**src/rtl/cvtws_seq_if.sv**
```systemverilog
// Shared constants and the operand/result handshake bundle for the
// binary32 -> int32 sequential converter.
package cvtws_pkg;
  localparam int INTN    = 32;
  localparam int NEXP    = 8;
  localparam int NSIG    = 23;
  localparam int BIAS    = 127;
  localparam int NRAS    = 5;
  localparam int LAST_RA = NRAS - 1;

  // One-hot rounding attribute bit positions.
  localparam int RA_RNE = 0;  // roundTiesToEven
  localparam int RA_RTZ = 1;  // roundTowardZero
  localparam int RA_RTP = 2;  // roundTowardPositive
  localparam int RA_RTN = 3;  // roundTowardNegative
  localparam int RA_RNA = 4;  // roundTiesToAway
endpackage

interface cvtws_seq_if;
  import cvtws_pkg::*;

  logic [NEXP+NSIG:0] s;
  logic [LAST_RA:0]   ra;
  logic               in_valid;
  logic               in_ready;
  logic [INTN-1:0]    w;
  logic               out_valid;
  logic               out_ready;
  logic               inexact;
  logic               invalid;

  modport master (
    output s, ra, in_valid, out_ready,
    input  in_ready, w, out_valid, inexact, invalid
  );

  modport slave (
    input  s, ra, in_valid, out_ready,
    output in_ready, w, out_valid, inexact, invalid
  );
endinterface

```
**src/rtl/cvtws_seq.sv**
```systemverilog
// Sequential binary32 -> signed 32-bit integer converter (MIPS cvt.w.s).
// Shifts one significand bit per cycle, then rounds and range-checks once.
module cvtws_seq
  import cvtws_pkg::*;
(
  input  logic        clk,
  input  logic        rst_n,
  cvtws_seq_if.slave  io_bus
);

  typedef enum logic [1:0] {IDLE, SHIFT, ROUND, DONE} state_t;

  state_t           r_state;
  logic             r_sign;
  logic [LAST_RA:0] r_ra;
  logic [INTN-1:0]  r_int;
  logic             r_guard;
  logic             r_sticky;
  logic [4:0]       r_count;
  logic             r_left;
  logic             r_bad;
  logic             r_in_ready;
  logic             r_out_valid;
  logic [INTN-1:0]  r_w;
  logic             r_inexact;
  logic             r_invalid;

  logic [NEXP-1:0]  w_exp;
  logic [NSIG:0]    w_sig;
  logic [INTN-1:0]  w_int;
  logic             w_sticky;
  logic             w_bad;
  logic             w_left;
  logic [4:0]       w_n;

  // Operand classification, used only on the acceptance edge.
  // NOTE: every always_comb output gets a default first so no path leaves it unassigned (no latch).
  always_comb begin
    w_exp    = io_bus.s[NEXP+NSIG-1:NSIG];
    w_sig    = {(w_exp != '0), io_bus.s[NSIG-1:0]};
    w_int    = {{(INTN-NSIG-1){1'b0}}, w_sig};
    w_sticky = 1'b0;
    w_bad    = 1'b0;
    w_left   = 1'b0;
    w_n      = '0;
    if (w_exp == '1) begin
      w_bad = 1'b1;
    end else if (io_bus.s == 32'hCF00_0000) begin
      w_int = 32'h8000_0000;
    end else if (w_exp >= 8'd158) begin
      w_bad = 1'b1;
    end else if (w_exp <= 8'd125) begin
      w_int    = '0;
      w_sticky = |io_bus.s[NEXP+NSIG-1:0];
    end else if (w_exp >= 8'd150) begin
      w_left = 1'b1;
      w_n    = 5'(w_exp - 8'd150);
    end else begin
      w_n    = 5'(8'd150 - w_exp);
    end
  end

  logic             w_lost;
  logic             w_inc;
  logic [INTN:0]    w_mag;
  logic             w_ovf;
  logic [INTN-1:0]  w_res;

  // Rounding increment, post-round range check and sign application.
  always_comb begin
    w_lost = r_guard | r_sticky;
    w_inc  = ~r_ra[RA_RTZ] & (
               (r_ra[RA_RNE] & r_guard & (r_sticky | r_int[0])) |
               (r_ra[RA_RTP] & ~r_sign & w_lost) |
               (r_ra[RA_RTN] &  r_sign & w_lost) |
               (r_ra[RA_RNA] & r_guard));
    w_mag  = {1'b0, r_int} + {{INTN{1'b0}}, w_inc};
    w_ovf  = r_sign ? (w_mag > 33'h0_8000_0000) : (w_mag > 33'h0_7FFF_FFFF);
    w_res  = r_sign ? (~w_mag[INTN-1:0] + {{(INTN-1){1'b0}}, 1'b1}) : w_mag[INTN-1:0];
  end

  // NOTE: sequential state uses non-blocking assignments so every register samples pre-edge values.
  always_ff @(posedge clk or negedge rst_n) begin
    if (!rst_n) begin
      r_state     <= IDLE;
      r_sign      <= 1'b0;
      r_ra        <= '0;
      r_int       <= '0;
      r_guard     <= 1'b0;
      r_sticky    <= 1'b0;
      r_count     <= '0;
      r_left      <= 1'b0;
      r_bad       <= 1'b0;
      r_in_ready  <= 1'b1;
      r_out_valid <= 1'b0;
      r_w         <= '0;
      r_inexact   <= 1'b0;
      r_invalid   <= 1'b0;
    end else begin
      unique case (r_state)
        IDLE: begin
          if (io_bus.in_valid) begin
            r_sign     <= io_bus.s[NEXP+NSIG];
            r_ra       <= io_bus.ra;
            r_int      <= w_int;
            r_guard    <= 1'b0;
            r_sticky   <= w_sticky;
            r_count    <= w_n;
            r_left     <= w_left;
            r_bad      <= w_bad;
            r_in_ready <= 1'b0;
            r_state    <= SHIFT;
          end
        end
        SHIFT: begin
          if (r_count == '0) begin
            r_state <= ROUND;
          end else begin
            r_count <= r_count - 5'd1;
            if (r_left) begin
              r_int <= r_int << 1;
            end else begin
              {r_int, r_guard} <= {1'b0, r_int};
              r_sticky         <= r_sticky | r_guard;
            end
          end
        end
        ROUND: begin
          r_state     <= DONE;
          r_out_valid <= 1'b1;
          // MIPS default result for any invalid conversion, whatever the sign.
          if (r_bad || w_ovf) begin
            r_w       <= 32'h7FFF_FFFF;
            r_invalid <= 1'b1;
            r_inexact <= 1'b0;
          end else begin
            r_w       <= w_res;
            r_invalid <= 1'b0;
            r_inexact <= w_lost;
          end
        end
        DONE: begin
          if (io_bus.out_ready) begin
            r_out_valid <= 1'b0;
            r_in_ready  <= 1'b1;
            r_state     <= IDLE;
          end
        end
      endcase
    end
  end

  assign io_bus.in_ready  = r_in_ready;
  assign io_bus.out_valid = r_out_valid;
  assign io_bus.w         = r_w;
  assign io_bus.inexact   = r_inexact;
  assign io_bus.invalid   = r_invalid;

endmodule
```
**src/flat_wrapper.sv**
```systemverilog
// flat-port wrapper written by rule: the top's interface ports become plain ports
module cvtws_seq_flat import cvtws_pkg::*;
  (clk, rst_n, io_bus_s, io_bus_ra, io_bus_in_valid, io_bus_out_ready, io_bus_in_ready, io_bus_w, io_bus_out_valid, io_bus_inexact, io_bus_invalid);
  cvtws_seq_if io_bus_i ();
  input  logic clk;
  input  logic rst_n;
  input wire logic [$bits(io_bus_i.s)-1:0] io_bus_s;
  input wire logic [$bits(io_bus_i.ra)-1:0] io_bus_ra;
  input wire logic [$bits(io_bus_i.in_valid)-1:0] io_bus_in_valid;
  input wire logic [$bits(io_bus_i.out_ready)-1:0] io_bus_out_ready;
  output wire logic [$bits(io_bus_i.in_ready)-1:0] io_bus_in_ready;
  output wire logic [$bits(io_bus_i.w)-1:0] io_bus_w;
  output wire logic [$bits(io_bus_i.out_valid)-1:0] io_bus_out_valid;
  output wire logic [$bits(io_bus_i.inexact)-1:0] io_bus_inexact;
  output wire logic [$bits(io_bus_i.invalid)-1:0] io_bus_invalid;
  assign io_bus_i.s = io_bus_s;
  assign io_bus_i.ra = io_bus_ra;
  assign io_bus_i.in_valid = io_bus_in_valid;
  assign io_bus_i.out_ready = io_bus_out_ready;
  assign io_bus_in_ready = io_bus_i.in_ready;
  assign io_bus_w = io_bus_i.w;
  assign io_bus_out_valid = io_bus_i.out_valid;
  assign io_bus_inexact = io_bus_i.inexact;
  assign io_bus_invalid = io_bus_i.invalid;
  cvtws_seq u_core (.clk(clk), .rst_n(rst_n), .io_bus(io_bus_i));
endmodule
```
**config.mk**
```make
export PLATFORM = sky130hd
export DESIGN_NAME = cvtws_seq_flat
export DESIGN_NICKNAME = d
export VERILOG_FILES = /design/src/rtl/cvtws_seq_if.sv /design/src/rtl/cvtws_seq.sv /design/src/flat_wrapper.sv
export SDC_FILE = /design/constraint.sdc
export NUM_CORES = 1
export LEC_CHECK = 0
export CAP_MARGIN = 30
export CORE_MARGIN = 1.5
export CORE_UTILIZATION = 63
export CTS_BUF_LIST = sky130_fd_sc_hd__clkbuf_4
export CTS_CLUSTER_DIAMETER = 50
export DETAILED_ROUTE_END_ITERATION = 10
export PLACE_DENSITY = 0.89
export SYNTH_ARGS = -nofsm -noshare
export SYNTH_HDL_FRONTEND = slang
export SYNTH_SLANG_ARGS = --single-unit
```
**constraint.sdc**
```tcl
create_clock -name clk -period 11.1 [get_ports clk]
set_clock_uncertainty 0.15 [all_clocks]
set_input_delay 2.22 -clock clk [delete_from_list [all_inputs] [get_ports clk]]
set_output_delay 2.22 -clock clk [all_outputs]
set_load 0.03 [all_outputs]
```
# Yosys cells after proc, flatten, opt, wreduce, memory -nomap -nowiden
# Index checks and enable logic that the tools add are counted.
[totals]
regBits = 85
latch_bits = 0
ramBits = 0
romBits = 0
input_bits = 41
out_inout_bits = 36
elab_cells = 113
n_memories = 0
[op_classes]
add_sub_neg = 5
multipliers = 0
div_mod_pow = 0
order_cmp = 5
n_eq_ne = 10
shifts = 0
muxes = 49
n_bitwise = 16
n_reduce_logical = 14
[op_table]
columns = ["operator", "count"]
rows = [
  ["two-way mux 32 bit", 8],
  ["case mux 32 bit (2 select lines)", 1],
  ["two-way mux 5 bit", 7],
  ["adder 32 x 1 -> 33 bit", 1],
  ["> comparator 33 x 31 -> 1 bit (second input constant)", 1],
  ["> comparator 33 x 32 -> 1 bit (second input constant)", 1],
  ["adder 32 x 1 -> 32 bit (second input constant)", 1],
  ["== test 32 bit (second input constant)", 1],
  ["NOT 32 bit", 1],
  ["OR reduction 31 bit", 1],
  ["two-way mux 24 bit", 1],
  ["two-way mux 1 bit", 23],
  [">= comparator 8 bit (second input constant)", 2],
  ["case mux 5 bit (2 select lines)", 1],
  ["AND reduction 3 bit", 3],
  ["bitwise AND 1 bit", 8],
  ["== test 8 bit (second input constant)", 1],
  ["<= comparator 8 x 7 -> 1 bit (second input constant)", 1],
  ["!= test 2 bit (second input constant)", 4],
  ["case mux 1 bit (2 select lines)", 4],
  ["case mux 2 bit (4 select lines)", 1],
  ["nonzero test 8 bit", 1],
  ["two-way mux 2 bit", 3],
  ["nonzero test 2 bit", 3],
  ["13 further kinds", 20],
]

# Logic depth before layout (Yosys ltp)
# Gate-level depths: netlist of run 1.
[depth]
ltp_word = 12
mapped_depth = 19
mapped_depth_nobuf = 14

# Worst setup path after synthesis of run 1
# OpenSTA, ideal clock, no wires.
[synth_timing]
path_type = "reg2reg"
startpoint = "reg u_core.r_sign"
endpoint = "reg u_core.r_w[15], in the netlist u_core.io_bus.w[15]"
arrival_ns = 3.893
required_time_ns = 10.829
path_slack_ns = 6.936
stages_incl_launch_ff = 19
synth_period_minus_slack_ns = 4.164
cell_sequence = "dfrtp_1 > clkbuf_1 > mux2_2 > nor3_1 > nor3_1 > ha_1 > ha_1 > nand3_1 > or4_1 > buf_2 > nor2_1 > nand3_1 > xor2_1 > nand3_1 > or4_1 > o21a_1 > buf_6 > buf_6 > o22a_1"
[synth_via]
elab_chain_len = 12
elab_cells_between_ends = 18
classes_between = "add/sub: 2; order compare: 2; mux: 3; bitwise: 10; reduce/logical: 1"
[synth_rtl]
columns = ["item", "line", "rtl"]
rows = [
  ["start, declared", "cvtws_seq.sv:14", "logic r_sign;"],
  ["start signal, assigned", "cvtws_seq.sv:103", "r_sign <= io_bus.s[NEXP+NSIG];"],
  ["NOT 1 bit", "cvtws_seq.sv:74", "(r_ra[RA_RTP] & ~r_sign & w_lost) |"],
  ["bitwise AND 1 bit (2 in series)", "cvtws_seq.sv:74", ""],
  ["OR 1 bit", "cvtws_seq.sv:73", "(r_ra[RA_RNE] & r_guard & (r_sticky | r_int[0])) |"],
  ["OR 1 bit", "cvtws_seq.sv:74", ""],
  ["OR 1 bit", "cvtws_seq.sv:75", "(r_ra[RA_RTN] & r_sign & w_lost) |"],
  ["bitwise AND 1 bit", "cvtws_seq.sv:72", "w_inc = ~r_ra[RA_RTZ] & ("],
  ["adder 32 x 1 -> 33 bit", "cvtws_seq.sv:77", "w_mag = {1'b0, r_int} + {{INTN{1'b0}}, w_inc};"],
  ["NOT 32 bit (tied with other cells)", "cvtws_seq.sv:79", "w_res = r_sign ? (~w_mag[INTN-1:0] + {{(INTN-1){1'b0}}, 1'b1}) : w_mag[INTN-1:0];"],
  ["adder 32 x 1 -> 32 bit / two-way mux 1 bit (equally long branches)", "cvtws_seq.sv:79, cvtws_seq.sv:78", ""],
  ["two-way mux 32 bit / logical OR 1 bit (equally long branches)", "cvtws_seq.sv:79, cvtws_seq.sv:132", ""],
  ["two-way mux 32 bit *", "cvtws_seq.sv:132", "if (r_bad || w_ovf) begin"],
  ["end signal, assigned", "cvtws_seq.sv:137", "r_w <= w_res;"],
  ["end, declared", "cvtws_seq.sv:24", "logic [INTN-1:0] r_w;"],
]
# Every way passes the cells marked *; elsewhere a longest branch is shown, timed or not.
# A chain may end at the register's enable or synchronous reset.

# Final worst setup path of run 1
[layout_timing]
startpoint = "reg u_core.r_sign"
endpoint = "reg u_core.r_w[9], in the netlist u_core.io_bus.w[9]"
# The elaborated chain is that of the path after synthesis.

==> impl_metrics.csv, run 1 <==
group,metric,value,unit
clock_tree,holdBufCountCts,0,
synth,async_flop_share,100,%
floorplanning,initial_util,64.1,%
floorplanning,top_level_ports,77,
power,p_leak,2.63,nW
sta,layout_setup_ws,5.54,ns
sta,maxClockFrequency,180,MHz
cells_and_area,layout.cells.most_common_list,"84 x dfrtp_1, 83 x nand2_1, 75 x clkdlybuf4s50_1",
critical_path,cp_data_arrival_time,5.74,ns
drt,drtIter0Drc,535,
cells_and_area,final_layout_size_suffix_gt1_share,6.23,%
drt,detail_routed_net_length_per_standard_cell,17.1,µm
drt,drc_errors_left,0,
clock_tree,post_cts_resize_count,0,
drt,route.antenna.remaining_nets,0,
placed_design,finalWeightedCongestion,0.897,
critical_path,worst-setup-path-type,"reg2reg",
synth,ys_seq_elements,85,
drt,routed_wl,15.5,mm
clock_tree,cts_made_buffers,9,
clock_tree,cts_htree_levels,3,
clock_tree,later_pin_clock_latency_in_the_skew_report,0.47,ns
critical_path,cpMaxStageDelayCell,"or4_1",
synth,synth.net_count,790,
cells_and_area,utilization,73.4,%
drt,dr_total_vias,5645,
critical_path,timing.critical_path.required,11.29,ns
min_path,hp-class,"reg2reg",
placed_design,place_hpwl,11.5,mm
sta,setup-violations-final,0,
sta,tightestPinTransition,0.885,ns
global_routing,first_global_vias,5212,
floorplanning,std_cell_rows,36,
cells_and_area,antenna_cells_inserted,0,
cells_and_area,layout-area-overhead-vs-synth,14.5,%
critical_path,worst_path_max_fanout,39,
sta,finalHoldViolations,0,
global_routing,grt_first_pass_wirelength,25.3,mm
critical_path,critPathLaunchType,"flop",
synth,number_of_synthesized_flops_with_an_enable_pin,0,
floorplanning,design.die.area,10500,µm²
global_routing,global_route.overflow_total,0,
cells_and_area,layout.filler_cells,740,
min_path,hp-start,"u_core.io_bus.w[24]$_DFFE_PN0P_",
critical_path,path_cells,"buf_4, mux2_2, nor3_1, nor3_1, ha_1, ha_1, nand3_1, or4_1, o31ai_1, nand4_1, nor3_2, nand3_1, or4_1, o21a_1, buf_16, o22a_1",
synth,synth.cell_area,6210,µm²
clock_tree,cts_tree,"yes",
critical_path,worst_setup_path_startpoint,"u_core.r_sign$_DFFE_PN0P_",
synth,synth.avg_cell_area,8.47,µm²
status,outcome,"finished, final reports clean",
power,p_per_area,261,nW/µm²
synth,synth-main-ff-cell,"dfrtp_1",
sta,drv_slew,0,
drt,first_pass_drt_iterations,5,
synth,synth_cell_type_count,64,
sta,post-route-min-period,5.56,ns
power,max-vdd-ir-drop,0.153,mV
critical_path,worst_setup_path_end_kind,"flop",
clock_tree,tritoncts_num_sinks,85,
cells_and_area,total_number_of_nets_in_the_final_design,823,
global_routing,maximum_number_of_pins_on_one_net_before_global_route_repair,64,
sta,finalCritPeriodShare,50.1,%
floorplanning,die_height,102,µm
critical_path,reg2reg_from,"u_core.r_sign$_DFFE_PN0P_",
global_routing,globalRouteTotalUtil,30.7,%
job,max_cap_violations,0,
clock_tree,postCtsSetupRepairBufs,0,
floorplanning,core,9680,µm²
placed_design,place_inst,887,
placed_design,placedInstanceArea,6940,µm²
synth,yosysWarnings,0,
sta,setup_repair_after_global_routing_missed_its_margin,"no",
drt,vias_per_cell,6.24,
clock_tree,ctsLongestPathBuffers,2,
clock_tree,root_buffer,"clkbuf_4",
placed_design,place.port_buffers,76,
global_routing,antenna_found_initial,0,
sta,finalSetupTns,0,ns
cells_and_area,stdcell_area,7110,µm²
critical_path,cp_slowest_stage_delay,0.73,ns
cells_and_area,layout.cells.non_filler,904,
cells_and_area,most_frequent_standard_cell_in_the_layout_excluding_fill_and_tap_cells,"dfrtp_1",
placed_design,place_ws,5.67,ns
synth,seq_area_frac_synth,34.3,%
synth,synth_cells,733,
sta,headroom_to_the_max_slew_limit,40.3,%
floorplanning,floorplan.die.width,102,µm
clock_tree,clk_pin_slew,0.16,ns
[sequential cells by signal (all words and copies together), names as in the netlist]
register / cells
u_core.io_bus.invalid: 1
u_core.io_bus.w: 32
u_core.r_sign: 1
u_core.r_bad: 1
u_core.io_bus.inexact: 1
u_core.r_count: 5
u_core.r_guard: 1
u_core.io_bus.in_ready: 1
u_core.io_bus.out_valid: 1
u_core.r_left: 1
u_core.r_int: 32
u_core.r_sticky: 1
u_core.r_state: 2
u_core.r_ra: 5
[through the flow]
stage | power [mW] | hold slack, ns
final | 1.85 | 0.361
after global routing | 1.98 | 0.382
after CTS | 1.83 | 0.364
after detailed placement | 1.64 | 0.329
after global placement | 1.59 | 0.318
after floorplan | 1.36 | 0.303
[routing by layer]
metal  vias to the layer above  global-route usage (%)  share of wire (%)
li1                       2726                       -                  -
met1                      2628                    42.4                 45
met2                       259                    49.6                 46
met3                        32                    3.90                6.5
met4                         0                    11.1                2.3
met5                         -                       0                  0
[worst max-delay path: cells and delay by family, from the launching register on]
family                     cells  cell delay (ns)
and+or+nand+nor                8             2.45
muxes                          1             0.23
AOI/OAI and AO/OA              3             0.83
adders and majority gates      2             0.84
buffers and inverters          2             0.54
DFF                            1             0.37
[power breakdown]
group / internal (mW) / switching [mW]
logic: 0.456 / 0.612
registers: 0.427 / 0.166
clock network: 0.0721 / 0.118
total: 0.956 / 0.896
[kinds of logic (layout without fill, tap and decap cells)]
logic type / after synthesis / in the layout / share of synthesized area (%)
and+or+nand+nor: 256 / 256 / 20.9
AOI/OAI and AO/OA: 194 / 194 / 20.6
DFF: 85 / 85 / 34.3
buffers and inverters: 81 / 119 / 5.76
xor gates and xnor gates: 63 / 63 / 8.89
muxes: 38 / 38 / 6.35
adders and majority gates: 16 / 16 / 3.23
[synth_stat cells (5+ instances only)]
cell	instances	area share [%]
dfrtp_1	84	34
nand2_1	83	5.0
o21ai_0	63	5.1
nor2_1	52	3.1
xnor2_1	42	5.9
clkbuf_1	38	2.3
nand3_1	32	2.6
o22a_1	31	4.4
mux2i_1	27	4.4
a31oi_1	25	2.5
a21oi_1	23	1.9
xor2_1	21	3.0
inv_1	18	1.1
ha_1	16	3.2
nor4_1	15	1.5
o31ai_1	15	1.8
nand4_1	14	1.4
buf_2	13	1.0
mux2_2	11	2.0
nor3_1	11	0.89
nand2b_1	7	0.71
buf_1	5	0.30
or3_1	5	0.50
[cell type report]
| cell class | count | area, µm² | area share [%] |
|---|---|---|---|
| multi-input combinational | 567 | 3720 | 52.4 |
| sequential | 85 | 2130 | 29.9 |
| timing repair buffer | 84 | 871 | 12.3 |
| tap | 133 | 166 | 2.34 |
| clock inverter | 7 | 80.1 | 1.13 |
| inverter | 19 | 71.3 | 1.00 |
| clock buffer | 9 | 67.6 | 0.951 |
[final timing paths]
path | end | slack (ns) | cells after the start
setup / recovery | u_core.io_bus.w[9]$_DFFE_PN0P_ | 5.54 | 16
hold / removal | u_core.io_bus.w[24]$_DFFE_PN0P_ | 0.36 | 1
setup reg to reg | u_core.io_bus.w[9]$_DFFE_PN0P_ | 5.54 | 16
hold reg to reg | u_core.io_bus.w[24]$_DFFE_PN0P_ | 0.36 | 1
max in group asynchronous | u_core.io_bus.in_ready$_DFFE_PN1P_ | 8.57 | 2
min in group asynchronous | u_core.r_bad$_DFFE_PN0P_ | 1.57 | 1
Note: power is estimated with default switching activity, not from simulation.
==> run 2, diff against run 1 <==
--- a/config.mk
+++ b/config.mk
@@ -7,11 +7,11 @@
 export LEC_CHECK = 0
 export CAP_MARGIN = 30
 export CORE_MARGIN = 1.5
-export CORE_UTILIZATION = 63
+export CORE_UTILIZATION = 53
 export CTS_BUF_LIST = sky130_fd_sc_hd__clkbuf_4
 export CTS_CLUSTER_DIAMETER = 50
 export DETAILED_ROUTE_END_ITERATION = 10
-export PLACE_DENSITY = 0.89
+export PLACE_DENSITY = 0.8
 export SYNTH_ARGS = -nofsm -noshare
 export SYNTH_HDL_FRONTEND = slang
 export SYNTH_SLANG_ARGS = --single-unit
==> constraint.sdc (replaced) <==
create_clock -name clk -period 5 [get_ports clk]
set_clock_uncertainty 0.15 [all_clocks]
set_input_delay 1 -clock clk [delete_from_list [all_inputs] [get_ports clk]]
set_output_delay 1 -clock clk [all_outputs]
set_load 0.03 [all_outputs]
==> run 2 against run 1 <==
Net effect: core utilization decreased by 11 points; flip-flop and latch count stayed put; critical path depth fell by 1; fmax grew 20%; critical path type unchanged; largest cell class unchanged; largest power group unchanged.
==> impl_metrics.csv, run 2 (synthesized netlist as in run 1, its figures left out) <==
group,metric,value,unit
status,outcome,"finished, final reports clean",
critical_path,sum_of_buffers_and_inverters_on_the_critical_path,2,
sta,maxClockFrequency,216,MHz
power,internal_power,2.16,mW
drt,route.antenna.remaining_nets,0,
cells_and_area,utilization,62.7,%
cells_and_area,most_frequent_standard_cell_in_the_layout_excluding_fill_and_tap_cells,"dfrtp_1",
critical_path,cpMaxStageDelayCell,"nor4_1",
drt,dr_total_vias,5677,
clock_tree,cts_htree_levels,3,
floorplanning,top_level_ports,77,
cells_and_area,total_number_of_nets_in_the_final_design,829,
global_routing,grt_first_pass_wirelength,27.2,mm
clock_tree,later_pin_clock_latency_in_the_skew_report,0.46,ns
floorplanning,core,11400,µm²
floorplanning,initial_util,54.4,%
critical_path,worst_path_max_fanout,34,
power,power_frac_clock,11.6,%
clock_tree,holdBufCountCts,0,
power,power.net_switching,1.99,mW
clock_tree,clk_pin_slew,0.15,ns
power,report.power.total,4.15,mW
clock_tree,ctsLongestPathBuffers,2,
critical_path,cp_data_arrival_time,4.83,ns
drt,routed_wl,16.2,mm
floorplanning,die_height,111,µm
floorplanning,std_cell_rows,39,
drt,detail_routed_net_length_per_standard_cell,17.6,µm
critical_path,cp_slowest_stage_delay,0.56,ns
drt,vias_per_cell,6.16,
drt,drtIter0Drc,437,
floorplanning,design.die.area,12400,µm²
placed_design,place.port_buffers,76,
global_routing,maximum_number_of_pins_on_one_net_before_global_route_repair,50,
clock_tree,root_buffer,"clkbuf_4",
clock_tree,cts_made_buffers,9,
sta,drv_slew,0,
floorplanning,floorplan.die.width,111,µm
sta,finalHoldViolations,0,
clock_tree,post_cts_resize_count,0,
critical_path,path_cells,"mux2_2, nor3_1, nor3_1, ha_1, buf_4, nand4_1, nor4_1, nand4_1, xor2_1, and4_1, nand3_1, or4_1, o21a_1, buf_4, o22a_1",
clock_tree,tritoncts_num_sinks,85,
sta,post-route-min-period,4.64,ns
sta,headroom_to_the_max_slew_limit,37.5,%
critical_path,timing.critical_path.required,5.19,ns
power,p_leak,2.65,nW
placed_design,finalWeightedCongestion,0.921,
critical_path,worst-setup-path-type,"reg2reg",
drt,drc_errors_left,0,
clock_tree,postCtsSetupRepairBufs,0,
global_routing,globalRouteTotalUtil,26.8,%
power,max-vdd-ir-drop,0.289,mV
sta,setup_repair_after_global_routing_missed_its_margin,"no",
job,max_cap_violations,0,
min_path,hp-class,"in2async",
global_routing,first_global_vias,5436,
critical_path,critPathLaunchType,"flop",
cells_and_area,layout.filler_cells,1020,
cells_and_area,final_layout_size_suffix_gt1_share,6.82,%
power,register_share_of_total_power,31.7,%
power,power.switching_fraction,48.0,%
critical_path,worst_setup_path_startpoint,"u_core.r_sign$_DFFE_PN0P_",
global_routing,global_route.overflow_total,0,
critical_path,critical-path-top-delay-family,"simple AND/OR/NAND/NOR gates",
critical_path,worst_setup_path_end_kind,"flop",
cells_and_area,layout.cells.most_common_list,"84 x dfrtp_1, 83 x nand2_1, 75 x clkdlybuf4s50_1",
sta,finalCritPeriodShare,92.8,%
critical_path,reg2reg_from,"u_core.r_sign$_DFFE_PN0P_",
cells_and_area,layout-area-overhead-vs-synth,15.3,%
sta,setup-violations-final,0,
placed_design,place_hpwl,12.0,mm
global_routing,antenna_found_initial,1,
power,p_per_area,580,nW/µm²
drt,first_pass_drt_iterations,5,
clock_tree,cts_tree,"yes",
sta,finalSetupTns,0,ns
sta,tightestPinTransition,0.936,ns
power,proportion_of_power_drawn_by_combinational_gates,56.8,%
-- run 2: path summary, 6_finish.rpt --
check	slack, ns	depth (start not counted)	to
setup / recovery	0.36	15	u_core.io_bus.w[22]$_DFFE_PN0P_
hold / removal	0.36	1	u_core.io_bus.w[9]$_DFFE_PN0P_
setup reg to reg	0.36	15	u_core.io_bus.w[22]$_DFFE_PN0P_
hold reg to reg	0.36	1	u_core.io_bus.w[3]$_DFFE_PN0P_
max in group asynchronous	3.67	2	u_core.io_bus.in_ready$_DFFE_PN1P_
min in group clk	0.36	1	u_core.io_bus.w[3]$_DFFE_PN0P_
-- run 2: power by group through the flow --
stage | clock network [mW] | logic [mW] | registers, mW
after floorplan | 0 | 1.70 | 1.31
after global placement | 0 | 2.27 | 1.30
after detailed placement | 0 | 2.34 | 1.32
after CTS | 0.483 | 2.36 | 1.30
after global routing | 0.513 | 2.60 | 1.35
final | 0.479 | 2.36 | 1.31
-- run 2: cell type report --
type / count / area, µm² / share of cell area [%]
Antenna cell: 1 / 2.50 / 0.0350
Tap cell: 143 / 179 / 2.50
Multi-Input combinational cell: 567 / 3720 / 52.0
Inverter: 19 / 71.3 / 0.997
Clock buffer: 10 / 75.1 / 1.05
Timing Repair Buffer: 90 / 883 / 12.3
Clock inverter: 6 / 95.1 / 1.33
Sequential cell: 85 / 2130 / 29.7
-- run 2: metrics by stage --
step / hold WS [ns] / instance area (µm²) / instances / worst slack (ns)
2_1_floorplan: 0.303 / 6210 / 733 / 0.836
3_3_place_gp: 0.320 / 6960 / 903 / 0.586
3_5_place_dp: 0.337 / 6980 / 904 / 0.434
4_1_cts: 0.360 / 7150 / 920 / 0.363
5_1_grt: 0.380 / 7160 / 921 / 0.0252
6_report: 0.359 / 7160 / 921 / 0.362
-- run 2: per-layer routing --
layer / vias up / GRT usage [%] / part of all wire [%]
li1: 2729 / - / -
met1: 2738 / 36.9 / 46
met2: 180 / 43.9 / 48
met3: 30 / 3.01 / 4.6
met4: 0 / 9.62 / 2.1
met5: - / 0 / 0
==> run 3, diff against run 2 <==
--- a/config.mk
+++ b/config.mk
@@ -5,13 +5,13 @@
 export SDC_FILE = /design/constraint.sdc
 export NUM_CORES = 1
 export LEC_CHECK = 0
-export CAP_MARGIN = 30
+export CORE_ASPECT_RATIO = 0.8
 export CORE_MARGIN = 1.5
-export CORE_UTILIZATION = 53
-export CTS_BUF_LIST = sky130_fd_sc_hd__clkbuf_4
+export CORE_UTILIZATION = 51
+export CTS_BUF_LIST = sky130_fd_sc_hd__clkbuf_4 sky130_fd_sc_hd__clkbuf_8 sky130_fd_sc_hd__clkbuf_16
 export CTS_CLUSTER_DIAMETER = 50
 export DETAILED_ROUTE_END_ITERATION = 10
-export PLACE_DENSITY = 0.8
+export PLACE_DENSITY = 0.77
 export SYNTH_ARGS = -nofsm -noshare
 export SYNTH_HDL_FRONTEND = slang
 export SYNTH_SLANG_ARGS = --single-unit
==> run 3 against run 2 <==
Net effect: design area is 1.8% higher; largest cell class unchanged; die area increased by 3.8%; sequential power about the same; clock power rose by 53%; via count is 0.62% higher; count of clock-buffer cells in the layout increased by 1; critical path depth unchanged.
==> impl_metrics.csv, run 3 (synthesized netlist as in run 1, its figures left out) <==
group,metric,value,unit
global_routing,grt_first_pass_wirelength,27.0,mm
cells_and_area,layout.cells.most_common_list,"84 x dfrtp_1, 83 x nand2_1, 75 x clkdlybuf4s50_1",
cells_and_area,antenna_cells_inserted,0,
critical_path,cp_data_arrival_time,4.74,ns
clock_tree,later_pin_clock_latency_in_the_skew_report,0.35,ns
sta,hold_slack,0.337,ns
floorplanning,std_cell_rows,35,
floorplanning,floorplan.die.width,126,µm
cells_and_area,total_number_of_nets_in_the_final_design,828,
drt,detail_routed_net_length_per_standard_cell,17.7,µm
global_routing,antenna_found_initial,0,
status,outcome,"finished, final reports clean",
job,max_cap_violations,0,
clock_tree,clk_pin_slew,0.06,ns
sta,finalSetupTns,0,ns
global_routing,global_route.overflow_total,0,
drt,drtIter0Drc,441,
clock_tree,cts_made_buffers,9,
placed_design,finalWeightedCongestion,0.907,
clock_tree,holdBufCountCts,0,
global_routing,first_global_vias,5195,
clock_tree,postCtsSetupRepairBufs,0,
sta,tightestPinTransition,0.943,ns
drt,dr_total_vias,5712,
min_path,hp-class,"reg2reg",
cells_and_area,most_frequent_standard_cell_in_the_layout_excluding_fill_and_tap_cells,"dfrtp_1",
sta,finalCritPeriodShare,93.3,%
cells_and_area,utilization,62.3,%
power,p_leak,2.71,nW
sta,maxClockFrequency,214,MHz
clock_tree,tritoncts_num_sinks,85,
clock_tree,root_buffer,"clkbuf_16",
clock_tree,cts_htree_levels,3,
sta,finalHoldViolations,0,
clock_tree,cts_tree,"yes",
floorplanning,design.die.area,12800,µm²
floorplanning,die_height,102,µm
sta,headroom_to_the_max_slew_limit,37.0,%
sta,drv_slew,0,
drt,first_pass_drt_iterations,6,
critical_path,worst-setup-path-type,"reg2reg",
clock_tree,post_cts_resize_count,0,
placed_design,place.port_buffers,76,
critical_path,timing.critical_path.required,5.08,ns
cells_and_area,final_layout_size_suffix_gt1_share,6.70,%
placed_design,place_hpwl,12.2,mm
power,report.power.total,4.40,mW
power,p_per_area,604,nW/µm²
floorplanning,top_level_ports,77,
critical_path,worst_path_max_fanout,34,
critical_path,worst_setup_path_end_kind,"flop",
clock_tree,ctsLongestPathBuffers,2,
drt,vias_per_cell,6.18,
sta,setup-violations-final,0,
global_routing,globalRouteTotalUtil,26.5,%
global_routing,maximum_number_of_pins_on_one_net_before_global_route_repair,49,
floorplanning,core,11700,µm²
drt,route.antenna.remaining_nets,0,
drt,drc_errors_left,0,
sta,post-route-min-period,4.67,ns
drt,routed_wl,16.4,mm
floorplanning,initial_util,53.1,%
critical_path,critPathLaunchType,"flop",
sta,setup_repair_after_global_routing_missed_its_margin,"no",
cells_and_area,layout-area-overhead-vs-synth,17.4,%
power,max-vdd-ir-drop,0.268,mV
-- run 3: changes by cell type in the layout (fill, tap and decap cells not counted), sizes merged --
cell,delta
buf,-1
clkbuf,+1
diode,-1
inv,-1
-- run 3: final cells by class --
class / count / area (µm²)
well taps: 148 / 185
multi-input cells: 567 / 3720
clock inverters: 5 / 83.8
fillers: 997 / 4410
inverters: 19 / 71.3
repair buffers: 89 / 856
flip-flops and latches: 85 / 2130
clock buffers: 11 / 240
-- run 3: layer usage --
layer  wire (µm)  part of all wire, %  up-vias  global-route usage, %
li1            -                    -     2740                      -
met1        7660                   47     2711                   38.3
met2        7220                   44      240                   41.3
met3        1230                  7.5       21                   4.28
met4         260                  1.6        0                   7.52
met5           0                    0        -                      0
-- run 3: worst max-delay path: stages (launching register included) --
cell	delay [ns]
dfrtp_1	0.38
mux2_2	0.24
nor3_1	0.05
nor3_1	0.24
ha_1	0.24
ha_1	0.23
nand3_1	0.19
or4_1	0.72
nor2_1	0.36
nand3_1	0.14
xor2_1	0.31
nand3_1	0.17
or4_1	0.53
o21a_1	0.12
buf_4	0.24
o22a_1	0.23
-- run 3: power breakdown --
part | leakage (nW) | switching, mW | total (mW) | internal [mW]
Combinational | 1.55 | 1.37 | 2.36 | 0.986
Sequential | 1.00 | 0.363 | 1.32 | 0.953
Clock | 0.153 | 0.281 | 0.732 | 0.451
-- run 3: metrics by stage --
stage               instance area [µm²]  setup WS [ns]  std cells
floorplan                          6210          0.836        733
global placement                   6960          0.529        908
detailed placement                 6960          0.396        908
CTS                                7290          0.371        924
global route                       7290          0.123        924
finish                             7290          0.334        924
-- run 3: worst paths after layout --
kind / endpoint / startpoint / slack, ns / depth (start not counted)
max in group asynchronous: u_core.io_bus.in_ready$_DFFE_PN1P_ / rst_n / 3.25 / 2
worst max register to register: u_core.io_bus.w[21]$_DFFE_PN0P_ / u_core.r_sign$_DFFE_PN0P_ / 0.33 / 15
worst min register to register: u_core.io_bus.invalid$_DFFE_PN0P_ / u_core.io_bus.invalid$_DFFE_PN0P_ / 0.34 / 1
worst min-delay path: u_core.io_bus.invalid$_DFFE_PN0P_ / u_core.io_bus.invalid$_DFFE_PN0P_ / 0.34 / 1
min in group asynchronous: u_core.io_bus.w[4]$_DFFE_PN0P_ / rst_n / 0.49 / 1
worst max-delay path: u_core.io_bus.w[21]$_DFFE_PN0P_ / u_core.r_sign$_DFFE_PN0P_ / 0.33 / 15
==> RTL edit, RTL diff (settings of run 3) <==
Change the package constant `NEXP` from 8 to 4.
--- a/src/rtl/cvtws_seq_if.sv
+++ b/src/rtl/cvtws_seq_if.sv
@@ -4,3 +4,3 @@
   localparam int INTN    = 32;
-  localparam int NEXP    = 8;
+  localparam int NEXP    = 4;
   localparam int NSIG    = 23;
Interface: changed (resized io_bus_s); port bits go from 77 to 73. The function was not compared with the original's and may differ.
==> RTL edit against run 3 <==
First-iteration DRC count down 15%; utilization up 1.9 points; synthesized area down 22%; sequential share of layout area up 3.3 points; routed wire length down 24%; synthesized cell count down 22%; cell area down 20%; hold slack better by 0.015 ns; total power down 1.6%; cell count down 20%; setup slack better by 0.57 ns; sequential cell count down 9; non-clock buffer count down 11; critical endpoint is now u_core.io_bus.w[26]; largest cell class unchanged; largest power group unchanged.
==> RTL edit: results (changes against run 3) <==
INFO  metric synth_common_cells = sky130_fd_sc_hd__nor2_1, sky130_fd_sc_hd__a21oi_1, sky130_fd_sc_hd__dfrtp_1, sky130_fd_sc_hd__nand2_1, sky130_fd_sc_hd__and3_1
INFO  metric clock_area_frac = 0.05084 (+0.006365)
INFO  metric ys_types = 62 (-3.1%)
INFO  metric fin_worst_hold_slack = 0.3526 ns (+0.01543 ns)
INFO  metric met3_usage = 0.04788 (+0.005087)
INFO  metric cp_data_arrival_time = 4.14 ns (-0.60 ns)
INFO  metric post_synth_mux_area_share = 0.03574 (-0.02775)
INFO  metric nets = 667 (-19%)
INFO  metric inverters_excl_clock = 16 (-3)
INFO  metric wl_met2 = 5372 um (-26%)
INFO  metric seq_share = 0.3249 (+0.03281)
INFO  metric critical_path.slowest_cell = sky130_fd_sc_hd__nor4_1
INFO  metric areaGrowthSynthToFinish = 21.24%
INFO  metric part_of_the_total_power_dissipated_in_the_clock_network = 0.149 (-0.017)
INFO  metric outcome = complete, no violations
INFO  metric final.clkbuf_count = 10 (-1)
INFO  metric worst_hold_startpoint = u_core.r_ra[3]
INFO  metric seq_cell_count = 76 (-11%)
INFO  metric synth_nets = 620 (-22%)
INFO  metric final_layout_size_suffix_gt1_frac = 0.07668 (+0.009667)
INFO  metric grt_pass1_wl = 20680 um (-23%)
INFO  metric endpoint = u_core.io_bus.w[26]
INFO  metric routabilityCongestion = 0.9200 (+1.5%)
INFO  metric leakage_power = 0.002385 uW (-12%)
INFO  metric groute.layer.met2.usage = 0.3796 (-0.03363)
INFO  metric share_seq_of_total_power = 0.300 (about the same)
INFO  metric area_share_nonclk_buffers = 0.1299 (+0.01242)
INFO  metric route.met3.wl = 789 um (-36%)
INFO  metric layout.comb_gates.multi_input = 440 (-22%)
INFO  metric post-dp-hpwl = 9090 um (-25%)
INFO  metric filler_cell_count = 768 (-23%)
INFO  metric wl_per_cell = 16.77 um (-5.3%)
INFO  metric drt_first_pass_iters = 5 (-1)
INFO  metric ys_seq_area_frac = 0.3939 (+0.05106)
INFO  metric crit_path_max_incr_delay = 0.57 ns (-0.15 ns)
INFO  metric yosys-top-cells-area = sky130_fd_sc_hd__dfrtp_1, sky130_fd_sc_hd__a21oi_1, sky130_fd_sc_hd__nor2_1
INFO  metric vdd.ir_drop.worst = 0.6849 mV (+160%)
-- RTL edit: worst register-to-register path: stages (launching register included) --
cell and delay, ns:
sky130_fd_sc_hd__dfrtp_1 0.38, sky130_fd_sc_hd__mux2_2 0.24, sky130_fd_sc_hd__nor3_1 0.05, sky130_fd_sc_hd__nor3_1 0.18, sky130_fd_sc_hd__ha_1 0.24, sky130_fd_sc_hd__ha_1 0.38, sky130_fd_sc_hd__nand3_1 0.21, sky130_fd_sc_hd__nor4_2 0.56
sky130_fd_sc_hd__mux2i_1 0.24, sky130_fd_sc_hd__a21oi_1 0.11, sky130_fd_sc_hd__or3_1 0.52, sky130_fd_sc_hd__nor4_1 0.57, sky130_fd_sc_hd__nor3_1 0.14
-- RTL edit: kinds of logic (layout without fill, tap and decap cells) --
kind of cell               after synthesis  count (layout)
and+or+nand+nor                        239             239
DFF                                     76              76
xor gates and xnor gates                39              39
AOI/OAI and AO/OA                      137             137
adders and majority gates                9               9
buffers and inverters                   58             110
muxes                                   16              16
